## config.mk

```make
export PLATFORM = sky130hd
export DESIGN_NAME = mem_arbiter_flat
export DESIGN_NICKNAME = d
export VERILOG_FILES = /design/src/rtl/mem_arb_pkg.sv /design/src/rtl/mem_arb_if.sv /design/src/rtl/mem_arb_pick.sv /design/src/rtl/mem_arbiter.sv /design/src/flat_wrapper.sv
export SDC_FILE = /design/constraint.sdc
export NUM_CORES = 1
export LEC_CHECK = 0
export CAP_MARGIN = 20
export CORE_AREA = 3 3 104 106
export DETAILED_ROUTE_END_ITERATION = 6
export DIE_AREA = 0 0 107 109
export PLACE_DENSITY = 0.69
export SETUP_SLACK_MARGIN = 0.5
export SLEW_MARGIN = 20
export SYNTH_ARGS = -nofsm -noshare
export SYNTH_HDL_FRONTEND = slang
export SYNTH_HIERARCHICAL = 1
export SYNTH_SLANG_ARGS = --single-unit
```

## constraint.sdc

```tcl
create_clock -name CLK -period 3.15 [get_ports CLK]
set_clock_uncertainty 0.2 [all_clocks]
set_input_delay 0.7875 -clock CLK [delete_from_list [all_inputs] [get_ports CLK]]
set_output_delay 0.7875 -clock CLK [all_outputs]
set_load 0.02 [all_outputs]
```

## src/rtl/mem_arb_pkg.sv

```systemverilog
// mem_arb_pkg: shared types and parameter defaults for the memory arbiter.
package mem_arb_pkg;
  localparam int ADDR_W_DEF = 32;
  localparam int DATA_W_DEF = 32;
  localparam int STARVE_LIMIT_DEF = 4;
  localparam int TIMEOUT_DEF = 15;
  typedef enum logic {IDLE, WAIT} state_t;
  typedef enum logic [1:0] {NONE, FETCH, LOAD, STORE} owner_t;
endpackage

```

## src/rtl/mem_arb_if.sv

```systemverilog
// mem_arb_if: requester handshakes, response pulses and the single memory port.
interface mem_arb_if import mem_arb_pkg::*; #(
  parameter int ADDR_W = ADDR_W_DEF,
  parameter int DATA_W = DATA_W_DEF
);
  logic f_valid, l_valid, s_valid;
  logic f_ready, l_ready, s_ready;
  logic [ADDR_W-1:0] f_addr, l_addr, s_addr;
  logic [DATA_W-1:0] s_wdata;
  logic f_resp, l_resp, s_resp;
  logic [DATA_W-1:0] resp_rdata;
  logic resp_err;
  logic mem_valid, mem_we;
  logic [ADDR_W-1:0] mem_addr;
  logic [DATA_W-1:0] mem_wdata;
  logic mem_rvalid;
  logic [DATA_W-1:0] mem_rdata;
  modport slave (
    input  f_valid, l_valid, s_valid, f_addr, l_addr, s_addr, s_wdata, mem_rvalid, mem_rdata,
    output f_ready, l_ready, s_ready, f_resp, l_resp, s_resp, resp_rdata, resp_err,
           mem_valid, mem_we, mem_addr, mem_wdata
  );
  modport master (
    output f_valid, l_valid, s_valid, f_addr, l_addr, s_addr, s_wdata, mem_rvalid, mem_rdata,
    input  f_ready, l_ready, s_ready, f_resp, l_resp, s_resp, resp_rdata, resp_err,
           mem_valid, mem_we, mem_addr, mem_wdata
  );
endinterface

```

## src/rtl/mem_arb_pick.sv

```systemverilog
// mem_arb_pick: store > load > fetch priority, overridden to fetch once it has starved.
module mem_arb_pick import mem_arb_pkg::*; #(
  parameter int STARVE_LIMIT = STARVE_LIMIT_DEF,
  parameter int SW = $clog2(STARVE_LIMIT + 1)
) (
  input  logic          f_valid,
  input  logic          l_valid,
  input  logic          s_valid,
  input  logic [SW-1:0] starve_cnt,
  output owner_t        win
);
  always_comb
    win = (f_valid && starve_cnt == SW'(STARVE_LIMIT)) ? FETCH :
          s_valid ? STORE : l_valid ? LOAD : f_valid ? FETCH : NONE;
endmodule

```

## src/rtl/mem_arbiter.sv

```systemverilog
// mem_arbiter: grants one of fetch/load/store to a single memory port, one transaction
// outstanding, with fetch anti-starvation and a response timeout.
module mem_arbiter import mem_arb_pkg::*; #(
  parameter int ADDR_W = ADDR_W_DEF,
  parameter int DATA_W = DATA_W_DEF,
  parameter int STARVE_LIMIT = STARVE_LIMIT_DEF,
  parameter int TIMEOUT = TIMEOUT_DEF
) (
  input logic      CLK,
  input logic      RESET,
  mem_arb_if.slave bus
);
  localparam int SW = $clog2(STARVE_LIMIT + 1);
  localparam int TW = $clog2(TIMEOUT + 1);
  state_t state;
  owner_t owner, win;
  logic [SW-1:0] starve_cnt;
  logic [TW-1:0] tcnt;
  logic issue, done;
  logic [ADDR_W-1:0] win_addr;
  logic [DATA_W-1:0] win_wdata;
  mem_arb_pick #(.STARVE_LIMIT(STARVE_LIMIT), .SW(SW)) u_pick (
    .f_valid(bus.f_valid),
    .l_valid(bus.l_valid),
    .s_valid(bus.s_valid),
    .starve_cnt(starve_cnt),
    .win(win)
  );
  // Everything is gated by RESET so outputs read 0 during reset regardless of state.
  // A completion arriving in the expiry cycle wins over the timeout.
  always_comb begin
    issue = RESET && state == IDLE && win != NONE;
    done = RESET && state == WAIT && (bus.mem_rvalid || tcnt == TW'(TIMEOUT - 1));
    win_addr = win == STORE ? bus.s_addr : win == LOAD ? bus.l_addr : bus.f_addr;
    win_wdata = win == STORE ? bus.s_wdata : '0;
    bus.f_ready = issue && win == FETCH;
    bus.l_ready = issue && win == LOAD;
    bus.s_ready = issue && win == STORE;
    bus.mem_valid = issue;
    bus.mem_we = issue && win == STORE;
    bus.mem_addr = issue ? win_addr : '0;
    bus.mem_wdata = issue ? win_wdata : '0;
    bus.f_resp = done && owner == FETCH;
    bus.l_resp = done && owner == LOAD;
    bus.s_resp = done && owner == STORE;
    bus.resp_err = done && !bus.mem_rvalid;
    bus.resp_rdata = (done && bus.mem_rvalid && owner != STORE) ? bus.mem_rdata : '0;
  end
  always_ff @(posedge CLK)
    if (!RESET) begin
      state <= IDLE;
      owner <= NONE;
      starve_cnt <= '0;
      tcnt <= '0;
    end else if (state == IDLE) begin
      if (win != NONE) begin
        state <= WAIT;
        owner <= win;
        tcnt <= '0;
        starve_cnt <= win == FETCH ? '0 :
                      (bus.f_valid && starve_cnt != SW'(STARVE_LIMIT)) ? starve_cnt + SW'(1) : starve_cnt;
      end
    end else if (done) begin
      state <= IDLE;
      owner <= NONE;
      tcnt <= '0;
    end else
      tcnt <= tcnt + TW'(1);
endmodule
```

## src/flat_wrapper.sv

```systemverilog
// flat-port wrapper written by rule: the top's interface ports become plain ports
module mem_arbiter_flat import mem_arb_pkg::*;
#(
  parameter int ADDR_W = ADDR_W_DEF,
  parameter int DATA_W = DATA_W_DEF,
  parameter int STARVE_LIMIT = STARVE_LIMIT_DEF,
  parameter int TIMEOUT = TIMEOUT_DEF
)
  (CLK, RESET, bus_f_valid, bus_l_valid, bus_s_valid, bus_f_addr, bus_l_addr, bus_s_addr, bus_s_wdata, bus_mem_rvalid, bus_mem_rdata, bus_f_ready, bus_l_ready, bus_s_ready, bus_f_resp, bus_l_resp, bus_s_resp, bus_resp_rdata, bus_resp_err, bus_mem_valid, bus_mem_we, bus_mem_addr, bus_mem_wdata);
  mem_arb_if #(.ADDR_W(ADDR_W), .DATA_W(DATA_W)) bus_i ();
  input logic CLK;
  input logic RESET;
  input wire logic [$bits(bus_i.f_valid)-1:0] bus_f_valid;
  input wire logic [$bits(bus_i.l_valid)-1:0] bus_l_valid;
  input wire logic [$bits(bus_i.s_valid)-1:0] bus_s_valid;
  input wire logic [$bits(bus_i.f_addr)-1:0] bus_f_addr;
  input wire logic [$bits(bus_i.l_addr)-1:0] bus_l_addr;
  input wire logic [$bits(bus_i.s_addr)-1:0] bus_s_addr;
  input wire logic [$bits(bus_i.s_wdata)-1:0] bus_s_wdata;
  input wire logic [$bits(bus_i.mem_rvalid)-1:0] bus_mem_rvalid;
  input wire logic [$bits(bus_i.mem_rdata)-1:0] bus_mem_rdata;
  output wire logic [$bits(bus_i.f_ready)-1:0] bus_f_ready;
  output wire logic [$bits(bus_i.l_ready)-1:0] bus_l_ready;
  output wire logic [$bits(bus_i.s_ready)-1:0] bus_s_ready;
  output wire logic [$bits(bus_i.f_resp)-1:0] bus_f_resp;
  output wire logic [$bits(bus_i.l_resp)-1:0] bus_l_resp;
  output wire logic [$bits(bus_i.s_resp)-1:0] bus_s_resp;
  output wire logic [$bits(bus_i.resp_rdata)-1:0] bus_resp_rdata;
  output wire logic [$bits(bus_i.resp_err)-1:0] bus_resp_err;
  output wire logic [$bits(bus_i.mem_valid)-1:0] bus_mem_valid;
  output wire logic [$bits(bus_i.mem_we)-1:0] bus_mem_we;
  output wire logic [$bits(bus_i.mem_addr)-1:0] bus_mem_addr;
  output wire logic [$bits(bus_i.mem_wdata)-1:0] bus_mem_wdata;
  assign bus_i.f_valid = bus_f_valid;
  assign bus_i.l_valid = bus_l_valid;
  assign bus_i.s_valid = bus_s_valid;
  assign bus_i.f_addr = bus_f_addr;
  assign bus_i.l_addr = bus_l_addr;
  assign bus_i.s_addr = bus_s_addr;
  assign bus_i.s_wdata = bus_s_wdata;
  assign bus_i.mem_rvalid = bus_mem_rvalid;
  assign bus_i.mem_rdata = bus_mem_rdata;
  assign bus_f_ready = bus_i.f_ready;
  assign bus_l_ready = bus_i.l_ready;
  assign bus_s_ready = bus_i.s_ready;
  assign bus_f_resp = bus_i.f_resp;
  assign bus_l_resp = bus_i.l_resp;
  assign bus_s_resp = bus_i.s_resp;
  assign bus_resp_rdata = bus_i.resp_rdata;
  assign bus_resp_err = bus_i.resp_err;
  assign bus_mem_valid = bus_i.mem_valid;
  assign bus_mem_we = bus_i.mem_we;
  assign bus_mem_addr = bus_i.mem_addr;
  assign bus_mem_wdata = bus_i.mem_wdata;
  mem_arbiter #(.ADDR_W(ADDR_W), .DATA_W(DATA_W), .STARVE_LIMIT(STARVE_LIMIT), .TIMEOUT(TIMEOUT)) u_core (.CLK(CLK), .RESET(RESET), .bus(bus_i));
endmodule
```

Word-level counts from Yosys, hierarchy flattened
Index checks and enable logic that the tools add are counted.
{ "op_classes": {"n_addsub": 2, "n_eq_ne": 11, "mux": 21, "bitwise": 1, "reduce_logical": 22} }
{ "op_table": {"columns": ["op", "count"], "rows": [
  ["$mux 32", 6],
  ["$logic_and 1x1->1", 15],
  ["$mux 2", 6],
  ["$mux 4", 3],
  ["$eq 2x2->1 const B", 4],
  ["$mux 3", 2],
  ["$reduce_bool 2->1", 3],
  ["$add 4x1->4 const B", 1],
  ["$eq 2x1->1 const B", 2],
  ["$eq 4x4->1 const B", 1],
  ["$mux 1", 4],
  ["$ne 2x2->1 const B", 2],
  ["$add 3x1->3 const B", 1],
  ["$eq 3x3->1 const B", 1],
  ["$ne 3x3->1 const B", 1],
  ["$reduce_and 3->1", 1],
  ["$reduce_and 2->1", 1],
  ["$logic_not 1->1", 1],
  ["$logic_or 1x1->1", 1],
  ["$not 1->1", 1]
]} }
{ "word_totals": {"regBits": 10, "output_inout_bits": 105} }

Logic depth before layout (Yosys ltp)
{ "depth": {"ltp_word": 8, "mapped_depth": 8} }

Cells and area by module
The synthesis kept the hierarchy.
{ "modules_own_cells": {"columns": ["mod", "n_inst", "cells_per_inst", "area_each_um2", "seq_area_each_um2"], "rows": [
  ["mem_arbiter", 1, 261, 2006.9, 200.2],
  ["mem_arb_pick", 1, 5, 30.0, 0.0]
]} }

Least setup slack after synthesis
Ideal clock, no wire load.
{ "synth_timing": {"kind": "input-to-output", "startpoint": "in bus_f_valid", "endpoint": "out bus_mem_addr[26]", "t_arrival_ns": 2.279, "required_ns": 2.162, "slack_ns": -0.117, "stages": 6, "n_path_buf": 2, "path_cell_list": "nor2b_1 a311o_1 buf_6 buf_12 mux2i_1 a211oi_1"} }
{ "synth_via": {"elab_chain_len": 8, "word_cells_on_any_way": 12, "classes_between": "eq/ne: 2; mux: 7; reduce/logical: 3"} }
{ "synth_lines": {"columns": ["item", "line_no", "rtl"], "rows": [
  ["from (decl)", "flat_wrapper.sv:13", "input wire logic [$bits(bus_i.f_valid)-1:0] bus_f_valid;"],
  ["$mux 1", "mem_arb_pick.sv:14", "s_valid ? STORE : l_valid ? LOAD : f_valid ? FETCH : NONE;"],
  ["$mux 2 (2 in series)", "mem_arb_pick.sv:14", null],
  ["$mux 2 (*)", "mem_arb_pick.sv:13", "win = (f_valid && starve_cnt == SW'(STARVE_LIMIT)) ? FETCH :"],
  ["net u_core.win[0]", "mem_arbiter.sv:16", "owner_t owner, win;"],
  ["$eq 2x2->1", "mem_arbiter.sv:34", "win_addr = win == STORE ? bus.s_addr : win == LOAD ? bus.l_addr : bus.f_addr;"],
  ["$mux 32 (2 in series)", "mem_arbiter.sv:34", null],
  ["$mux 32 (*)", "mem_arbiter.sv:41", "bus.mem_addr = issue ? win_addr : '0;"],
  ["to (decl)", "flat_wrapper.sv:32", "output wire logic [$bits(bus_i.mem_addr)-1:0] bus_mem_addr;"]
]} }
Mark *: on every way through the listed nets, which the timed path passes. The rest lies on a longest branch.

Final worst setup path
{ "layout_timing": {"startpoint": "in bus_f_valid", "endpoint": "out bus_mem_addr[4]"} }
The elaborated chain is that of the path after synthesis.

==> results by group <==
Timing
  • Final Setup Violations: 49
  • Post-layout min period: 3219 ps
  • Relative slew slack: 0.7984
  • Period utilization: 1.022
  • RSZ-0062 raised after global routing: true
  • Hold Vio Cnt, Final: 0
  • Final worst-path setup slack: -69.20 ps
  • Worst-margin pin slew: 300.2 ps
  • Count of pins over their slew limit: 0
  • F_max: 0.3106 GHz

Clock tree
  • TritonCTS buffer count: 3
  • Clk root buf: clkbuf_8
  • CTS Sinks: 10
  • Clk buf depth: 2
  • Hold Buf Count CTS: 0
  • CTS tree: yes
  • Clk slew on worst S/H paths: 50 ps
  • H-tree depth: 1
  • Latest clock arrival within the worst-skew pair: 240 ps

Finish
  • Nets: 757
  • Most frequent cells in the layout: clkdlybuf4s50_1, buf_6, and2_4
  • Share of post-route cells with drive strength above 1: 0.5248
  • Fill cell count: 830
  • Synth-to-Final Area Change: 199.5%
  • Final instance area: 6101 um2
  • N_diodes: 0
  • Post-Layout Cell Count: 718
  • Most common cell after layout, fill and taps aside: clkdlybuf4s50_1

Die
  • Die H: 109 um
  • Rows: 36
  • I/O pin cnt: 271
  • Core footprint: 9864 um2
  • Die W: 107 um
  • Initial Utilization: 0.2065
  • Die Area: 11660 um2

Placed design
  • DP Area: 5228 um2
  • DP Cell Count: 675
  • RD Place Congestion: 0.7767
  • IO buf count: 270
  • Dpl ws: -807.4 ps
  • Dpl hpwl: 8.637 mm

Logic synthesis
  • Mean post-synth cell area: 7.658 um2
  • Mux share of post-synthesis cell area: 0.1572
  • Simple-gate share of the synthesized area: 0.3759
  • Synth top area cells: and2_1, a211oi_2, mux2i_1, dfxtp_1, nor2_1
  • Cells after Synth: 266
  • Share of the synthesized area in the top cell type: 0.2027
  • Compound-gate portion of the synthesized area: 0.2426
  • Main flop type after synthesis: dfxtp_1
  • Syn_nets: 436
  • Area share of fa/ha/maj cells after synthesis: 0.02457
  • Mapped Area: 2037 um2
  • Seq/Total Area, Yosys: 0.09828
  • Cell variety after synth: 39
  • Number of flops mapped to enable cells by yosys: 0
  • Post-Synth XOR/XNOR Area: 0
  • Largest family of logic cells by synthesized area: simple AND/OR/NAND/NOR gates
  • Async SR Flop Fraction: 0
  • Ys Warns: 6
  • Area leader, netlist: and2_1
  • Post-synthesis sequential element count: 10

Route
  • DR pass1 iterations: 4
  • DRC viols: 0
  • Vias per inst: 4.415
  • Post-Route WL: 11.82 mm
  • DR iter-0 viols: 112
  • DRT antenna net count: 0
  • WL per Instance: 16.46 um
  • Vias post-DR: 3170

GRT
  • Pin count of the biggest net entering global routing: 24
  • Total track usage: 0.1844
  • Number of global-route vias before repair: 3319
  • GR Overflow Total: 0
  • Initial antenna violation count: 0
  • First-pass GRT wire length: 17.24 mm

Critical path
  • FF-to-FF End: u_core/tcnt[2]
  • Crit. End Element: primary output
  • Worst-path fanout max: 5
  • Cell count of the worst reg-to-reg path: 8
  • Crit Path Class: primary input to primary output
  • Worst path arrival time: 2230 ps
  • Worst setup SP type: primary input
  • Reg-to-reg critical path startpoint: u_core/starve_cnt[0]
  • Setup slack, reg-to-reg: 910 ps
  • CP required: 2160 ps

Hold path
  • Hold Path Sink: u_core/tcnt[3]
  • HP Class: flip-flop to flip-flop
  • Hold path depth: 2
  • HP Start: u_core/tcnt[3]

Run
  • Max cap viols: 0

Status
  • Status: complete, but fails checks
  • Failing checks: negative setup slack

Power and ir drop
  • Static leakage: 0.002696 uW
  • Pwr/cell area: 175.5 nW/um2
  • Worst vdd ir: 0.08640 mV
[metal layers]
layer	GRT usage	wire, um	up-vias
met5	0	0	-
met4	0.04658	192	0
met3	0.06039	1027	15
met2	0.3534	6492	148
met1	0.1936	4103	1446
li1	-	-	1561
[metrics by stage]
stage / TNS, ps / hold WS [ps] / utilization / total power, uW
final: -1961 / 284.8 / 0.6185 / 1070
after detailed placement: -72430 / 280.2 / 0.5299 / 800.0
after global placement: -71290 / 271.2 / 0.5299 / 794.8
after CTS: -3858 / 286.6 / 0.5970 / 1044
after floorplan: 0 / 256.9 / - / 423.4
after global routing: -4155 / 332.9 / 0.6185 / 1129
[worst max-delay path by stage]
stage | start | to | slack, ps | cells after the start
after floorplan | bus_f_valid | bus_mem_addr[10] | 130 | 6
after global placement | bus_f_valid | bus_mem_addr[3] | -800 | 7
after detailed placement | bus_f_valid | bus_l_ready | -810 | 8
after CTS | bus_f_valid | bus_mem_addr[20] | -110 | 10
after global routing | bus_f_valid | bus_mem_addr[26] | -100 | 10
final | bus_f_valid | bus_mem_addr[4] | -70 | 8
[cells by family after synthesis]
logic type,after synthesis
buffers and inverters,30
AO/OA/AOI/OAI,51
multiplexers,32
AND/OR/NAND/NOR,139
adder cells (fa/ha/maj),4
flip-flops,10
[synthesized netlist by cell type, types with 2 or more instances]
cell      instances
nand2_1          11
clkbuf_2          3
or3_1             2
ha_1              4
nor3b_2           2
nor3b_1           3
a31oi_1           2
a21o_1            2
inv_1             5
clkbuf_1          3
buf_12            3
nor2_1           37
a211oi_2         26
mux2i_1          32
dfxtp_1          10
a211oi_1          7
nor3_1            3
nand3_1           4
and2_1           66
nor2b_1           3
buf_2             9
a21oi_1           4
buf_6             2
o21ai_0           5
buf_4             4
[power breakdown]
group | internal (uW) | total (uW) | switching (uW)
Sequential | 133 | 141 | 8.57
Combinational | 493 | 795 | 302
Clock | 83.7 | 134 | 50.7
[critical path: stages]
cell and delay [ps]:
buf_6 100, nor2b_4 110, a311o_2 360, buf_12 160, buf_6 130, mux2i_2 160, a211oi_2 240, buf_4 170
[cell type report]
class	count	area, um2	share of cell area
clock buffers	3	41.29	0.006768
flip-flops and latches	10	201.4	0.03302
well taps	133	166.4	0.02728
inverters	6	25.02	0.004102
repair buffers	340	3701	0.6066
multi-input cells	226	1966	0.3222
[state kept, by name, summed over array words and instances, names as in the netlist]
| name | flops |
|---|---|
| u_core/owner | 2 |
| u_core/tcnt | 4 |
| u_core/starve_cnt | 3 |
| u_core/state | 1 |
[repair_timing]
item,4_1_cts,5_1_grt
setup endpoints to repair,109,105
gates cloned,9,4
pin swaps,26,27
buffers inserted,21,6
gates resized for setup,683,24
Note: power is estimated with default switching activity, not from simulation.
